==> config.mk <==
export PLATFORM = sky130hd
export DESIGN_NAME = pixel_stream_source
export DESIGN_NICKNAME = d
export VERILOG_FILES = /design/src/rtl/pixel_stream_source.sv
export SDC_FILE = /design/constraint.sdc
export NUM_CORES = 1
export LEC_CHECK = 0
export BUFFER_PORTS_ARGS = -buffer_cell sky130_fd_sc_hd__buf_2
export CAP_MARGIN = 15
export CORE_UTILIZATION = 56
export DETAILED_ROUTE_END_ITERATION = 8
export PLACE_DENSITY = 0.79
export SETUP_SLACK_MARGIN = 0.5
export SYNTH_ARGS = -nofsm -noshare
export SYNTH_HDL_FRONTEND = slang
export SYNTH_SLANG_ARGS = --single-unit
==> constraint.sdc <==
create_clock -name clock -period 3.4 [get_ports clock]
set_clock_uncertainty 0.2 [all_clocks]
set_input_delay 0.68 -clock clock [delete_from_list [all_inputs] [get_ports clock]]
set_output_delay 0.68 -clock clock [all_outputs]
set_load 0.02 [all_outputs]
==> src/rtl/pixel_stream_source.sv <==
// -----------------------------------------------------------------------------
// pixel_stream_source
//
// Reads an 8-bit greyscale frame from a synchronous-read frame memory and
// streams it in raster order. Horizontal blanking beats are inserted between
// lines, and between frames when streaming continuously. This block sits at
// the head of the filter pipeline.
//
// Ports:
//   clock        in   system clock, rising edge
//   reset        in   synchronous, active-high reset
//   start        in   pulse, begins one frame when idle
//   continuous   in   sampled at the last pixel beat of a frame; 1 = keep going
//   mem_addr     out  frame memory read address
//   mem_rden     out  frame memory read enable
//   mem_data     in   read data, valid one cycle after mem_rden/mem_addr
//   dout         out  pixel value (0 on blanking beats)
//   validout     out  stream beat valid
//   blanking_out out  current beat is a blanking beat
//   busy         out  frame in progress
//   frame_done   out  one-cycle pulse after the final beat of a frame
//
// Timing model: the FSM state and counters describe the beat that will be
// registered onto the outputs at the next edge. While that beat is formed, the
// read for the beat after it is issued, so every pixel address leads its
// output beat by exactly two cycles.
// -----------------------------------------------------------------------------
module pixel_stream_source #(
  parameter int ACTIVE_W = 400,
  parameter int H_BLANK  = 2,
  parameter int V_LINES  = 336,
  parameter int ADDR_W   = 18
) (
  input  logic              clock,
  input  logic              reset,
  input  logic              start,
  input  logic              continuous,
  output logic [ADDR_W-1:0] mem_addr,
  output logic              mem_rden,
  input  logic [7:0]        mem_data,
  output logic [7:0]        dout,
  output logic              validout,
  output logic              blanking_out,
  output logic              busy,
  output logic              frame_done
);

  localparam int CW = (ACTIVE_W > 1) ? $clog2(ACTIVE_W) : 1;
  localparam int BW = (H_BLANK  > 1) ? $clog2(H_BLANK)  : 1;
  localparam int LW = (V_LINES  > 1) ? $clog2(V_LINES)  : 1;

  localparam logic [CW-1:0]     COL_LAST  = CW'(ACTIVE_W - 1);
  localparam logic [BW-1:0]     BLK_LAST  = BW'(H_BLANK - 1);
  localparam logic [LW-1:0]     LINE_LAST = LW'(V_LINES - 1);
  localparam logic [ADDR_W-1:0] ADDR_LAST = ADDR_W'(ACTIVE_W * V_LINES - 1);

  typedef enum logic [2:0] {
    S_IDLE,
    S_FETCH,
    S_ACTIVE,
    S_BLANK,
    S_DONE
  } state_e;

  state_e            state_q, state_d;
  logic [CW-1:0]     col_q, col_d;
  logic [BW-1:0]     blk_q, blk_d;
  logic [LW-1:0]     line_q, line_d;
  logic [ADDR_W-1:0] mem_addr_q, mem_addr_d;
  logic              mem_rden_q, mem_rden_d;
  logic [7:0]        dout_q, dout_d;
  logic              validout_q, validout_d;
  logic              blanking_q, blanking_d;
  logic              busy_q, busy_d;
  logic              frame_done_q, frame_done_d;

  // Next-state and read-issue logic.
  // NOTE: every variable gets a default at the top of the block so no path
  // leaves one unassigned, which would otherwise infer a latch.
  always_comb begin
    state_d      = state_q;
    col_d        = col_q;
    blk_d        = blk_q;
    line_d       = line_q;
    mem_rden_d   = 1'b0;
    mem_addr_d   = mem_addr_q;

    unique case (state_q)
      S_IDLE: begin
        if (start) begin
          state_d = S_FETCH;
        end
      end
      S_FETCH: begin
        state_d = S_ACTIVE;
        col_d   = '0;
        blk_d   = '0;
        line_d  = '0;
      end
      S_ACTIVE: begin
        if (col_q == COL_LAST) begin
          col_d = '0;
          blk_d = '0;
          if (line_q != LINE_LAST) begin
            state_d = S_BLANK;
            line_d  = line_q + LW'(1);
          end else if (continuous) begin
            // Last pixel of the frame: this is the only point where
            // continuous is looked at.
            state_d = S_BLANK;
            line_d  = '0;
          end else begin
            state_d = S_DONE;
            line_d  = '0;
          end
        end else begin
          col_d = col_q + CW'(1);
        end
      end
      S_BLANK: begin
        if (blk_q == BLK_LAST) begin
          state_d = S_ACTIVE;
          blk_d   = '0;
          col_d   = '0;
        end else begin
          blk_d = blk_q + BW'(1);
        end
      end
      S_DONE: begin
        state_d = S_IDLE;
      end
      default: begin
        state_d = S_IDLE;
      end
    endcase

    // Read only when the beat following the one now being entered is a pixel;
    // blanking slots and the end of a frame never issue a read.
    unique case (state_d)
      S_FETCH:  mem_rden_d = 1'b1;
      S_ACTIVE: mem_rden_d = (col_d != COL_LAST);
      S_BLANK:  mem_rden_d = (blk_d == BLK_LAST);
      default:  mem_rden_d = 1'b0;
    endcase

    if (state_d == S_FETCH) begin
      mem_addr_d = '0;
    end else if (mem_rden_d) begin
      mem_addr_d = (mem_addr_q == ADDR_LAST) ? '0 : mem_addr_q + ADDR_W'(1);
    end
  end

  // Output beat is formed from the beat described by the current state.
  always_comb begin
    validout_d   = (state_q == S_ACTIVE) || (state_q == S_BLANK);
    blanking_d   = (state_q == S_BLANK);
    dout_d       = (state_q == S_ACTIVE) ? mem_data : 8'd0;
    frame_done_d = (state_q == S_DONE);
    busy_d       = (state_d != S_IDLE);
  end

  // NOTE: sequential state uses non-blocking assignments so every register
  // samples the pre-edge values regardless of statement order.
  always_ff @(posedge clock) begin
    if (reset) begin
      state_q      <= S_IDLE;
      col_q        <= '0;
      blk_q        <= '0;
      line_q       <= '0;
      mem_addr_q   <= '0;
      mem_rden_q   <= 1'b0;
      dout_q       <= 8'd0;
      validout_q   <= 1'b0;
      blanking_q   <= 1'b0;
      busy_q       <= 1'b0;
      frame_done_q <= 1'b0;
    end else begin
      state_q      <= state_d;
      col_q        <= col_d;
      blk_q        <= blk_d;
      line_q       <= line_d;
      mem_addr_q   <= mem_addr_d;
      mem_rden_q   <= mem_rden_d;
      dout_q       <= dout_d;
      validout_q   <= validout_d;
      blanking_q   <= blanking_d;
      busy_q       <= busy_d;
      frame_done_q <= frame_done_d;
    end
  end

  assign mem_addr     = mem_addr_q;
  assign mem_rden     = mem_rden_q;
  assign dout         = dout_q;
  assign validout     = validout_q;
  assign blanking_out = blanking_q;
  assign busy         = busy_q;
  assign frame_done   = frame_done_q;

endmodule

==> impl_metrics.toml <==
[grt]
grt_pass1_wl_um = 10120
grt_pass1_vias = 2192
overflow = 0
grt_start_max_net_pins = 28
grtUsageTotal_pct = 25.07
antenna_found_initial = 0

[synth]
yosys_warnings = 0
async_flop_share_pct = 0
syn_area_mm2 = 0.002624
seq_area_frac_synth_pct = 40.44
yosysTopAreaCell = "dfxtp_1"
netlist.area_leader.share_pct = 40.44
synth-seq-cells = 53
syn_inst = 310
avgSynthCellArea_um2 = 8.464
synth_area_leaders = "dfxtp_1 40%, a21oi_1 4.6%, nor2_1 4.0%"
synth-main-ff-cell = "dfxtp_1"
synth_cell_types = 61
synth-edff-count = 0
syn-num-nets = 325

[setup_path]
required_ns = 3.43
reg2reg_from = "line_q[4]"
cp-start-kind = "flip-flop"
crit_chain = "or4b_1 -> nor3_2 -> o32ai_1 -> a2bb2oi_2 -> o31ai_4 -> buf_6 -> or4_1 -> a21oi_1"
cp_slowest_cell = "or4b_1"
reg2reg_depth = 8
cp_max_fo = 27
startpoint = "line_q[4]"
arrival_ns = 2.80
worstSetupPathType = "reg -> reg"
end_kind = "flip-flop"
r2r_slack_ns = 0.64
critical-path-max-stage-delay_ns = 0.56

[sta]
fin_crit_ns = 2.763
max_freq_mhz = 362.0
hold_viol = 0
setup_violations = 0
timing.final.crit_share_pct = 81.25
drv_slew = 0
rsz0062_at_grt = "true"
slew_headroom_pct = 52.08
fin_hold_ws_ns = 0.3049
worst_pin_slew_ns = 0.7133
tns_ns = 0

[status]
outcome = "complete, no violations"

[min_path]
hold_path_class = "reg -> reg"
hold_start = "mem_addr[5]"
hold_path_depth = 2

[cells_and_area]
multiInputGateArea_mm2 = 0.001504
layout.nets = 366
layout_common_cells = "48 x dfxtp_1, 42 x buf_2, 28 x nor2_1"
regArea_mm2 = 0.001067
final_common_cell = "dfxtp_1"
drive_gt1_share_pct = 21.31
diodes = 0
fillCellCount = 381
area_growth_pct = 14.45

[clock_network]
tritoncts = "done"
cts-buffers-inserted = 5
clk_pin_slew_worst_paths_ns = 0.09
post-cts-setup-buffer-count = 0
root_buffer = "clkbuf_8"
clock_latency_ns = 0.31
h-tree-depth = 2
cts.sinks = 53
cts_buffer_depth = 2

[routing]
drc = 0
vias = 2452
wl_per_cell_um = 14.82
drt_wl_total_um = 5986
first_pass_iters = 4
final_antenna_net_count = 0
vias_per_cell = 6.069
first_iter_violations = 88

[die]
rows = 24
die_area_mm2 = 0.004963
coreArea_mm2 = 0.004414
num_io_pins = 43
die_w_um = 70.45
start_util_pct = 59.44
die_y_um = 70.45

[power_and_ir_drop]
p_leak_nw = 1.120
peakVddDrop_uv = 233.5
power_density_mw_per_mm2 = 380.6
p_total_w = 0.001143

[place]
dp_hpwl_um = 4342
gp_congestion = 0.9336
port_buffers = 42

[run]
drv_cap = 0
[per-layer routing]
layer  vias up  wire length, um  global-route usage, %
li1       1233                -                      -
met1      1158             2802                  34.03
met2        46             2820                  39.15
met3        15              200                  4.473
met4         0              163                  10.22
met5         -                0                      0
[report_power, final]
group	switching [W]	internal, W
Combinational	0.0000798	0.0000453
Clock	0.000206	0.000165
Sequential	0.0000131	0.000633
Total	0.000299	0.000843
[cell type report]
| cell class | count | share of cell area (%) |
|---|---|---|
| Inverter | 9 | 1.125 |
| Clock buffer | 6 | 2.750 |
| Timing Repair Buffer | 45 | 7.875 |
| Multi-Input combinational cell | 237 | 50.08 |
| Sequential cell | 53 | 35.54 |
| Tap cell | 52 | 2.167 |
| Clock inverter | 2 | 0.4583 |
[cells by family after synthesis]
group	Yosys count	share of synthesized area, %
xor+xnor	6	2.003
simple gates	147	31.04
mux	1	0.3815
flops	53	40.44
compound gates	80	21.41
fa+ha+maj	3	1.431
buf+inv	20	3.290
[state kept, by name, indices dropped and copies added (netlist names)]
| signal | count |
|---|---|
| blk_q | 1 |
| mem_rden | 1 |
| busy | 1 |
| blanking_out | 1 |
| line_q | 9 |
| frame_done | 1 |
| validout | 1 |
| state_q | 3 |
| col_q | 9 |
| dout | 8 |
| mem_addr | 18 |
[path summary, 6_finish.rpt]
path / endpoint
setup / recovery: mem_addr[13]
hold reg to reg: mem_addr[5]
setup reg to reg: mem_addr[13]
hold / removal: mem_addr[5]
[repair_timing]
item | in CTS | in global routing
resized for setup | 2 | 11
endpoints found under the setup margin | 10 | 16
hold buffers | 0 | 0
gates cloned | 0 | 0
[worst max-delay path: cells and delay by family, from the launching register on]
family                 cells  cell delay [ns]
DFF                        1             0.35
buffers and inverters      1             0.18
AOI/OAI and AO/OA          4             0.63
and+or+nand+nor            3             1.32
[synth_stat cells, drive strengths merged (2+ instances only)]
cell     n
and3b    2
a311oi   3
nor3b    2
nor4b    3
or3     13
o21a     4
and2    15
nand2b   2
nand2   24
inv      9
nor2b    3
xnor2    2
o211ai   2
nand4    9
a22oi    2
and3     7
dfxtp   53
or2      3
a221oi   2
nor2    28
or4      3
xor2     4
and4     4
o21ai   15
a211oi   2
or3b     2
clkbuf   8
o31ai    4
a21oi   25
a31oi    3
nor4     2
nor3     5
ha       3
buf      3
nand3   18
o22ai    4
[through the flow]
step	util, %	worst slack, ns	cell area [um2]	instances
after floorplan	-	0.7387	2624	310
after global placement	64.99	0.5212	2869	396
after detailed placement	64.99	0.4136	2869	396
after CTS	67.29	0.5296	2970	404
after global routing	68.03	0.4729	3003	404
final	68.03	0.6374	3003	404
(Power assumes the default switching activity.)
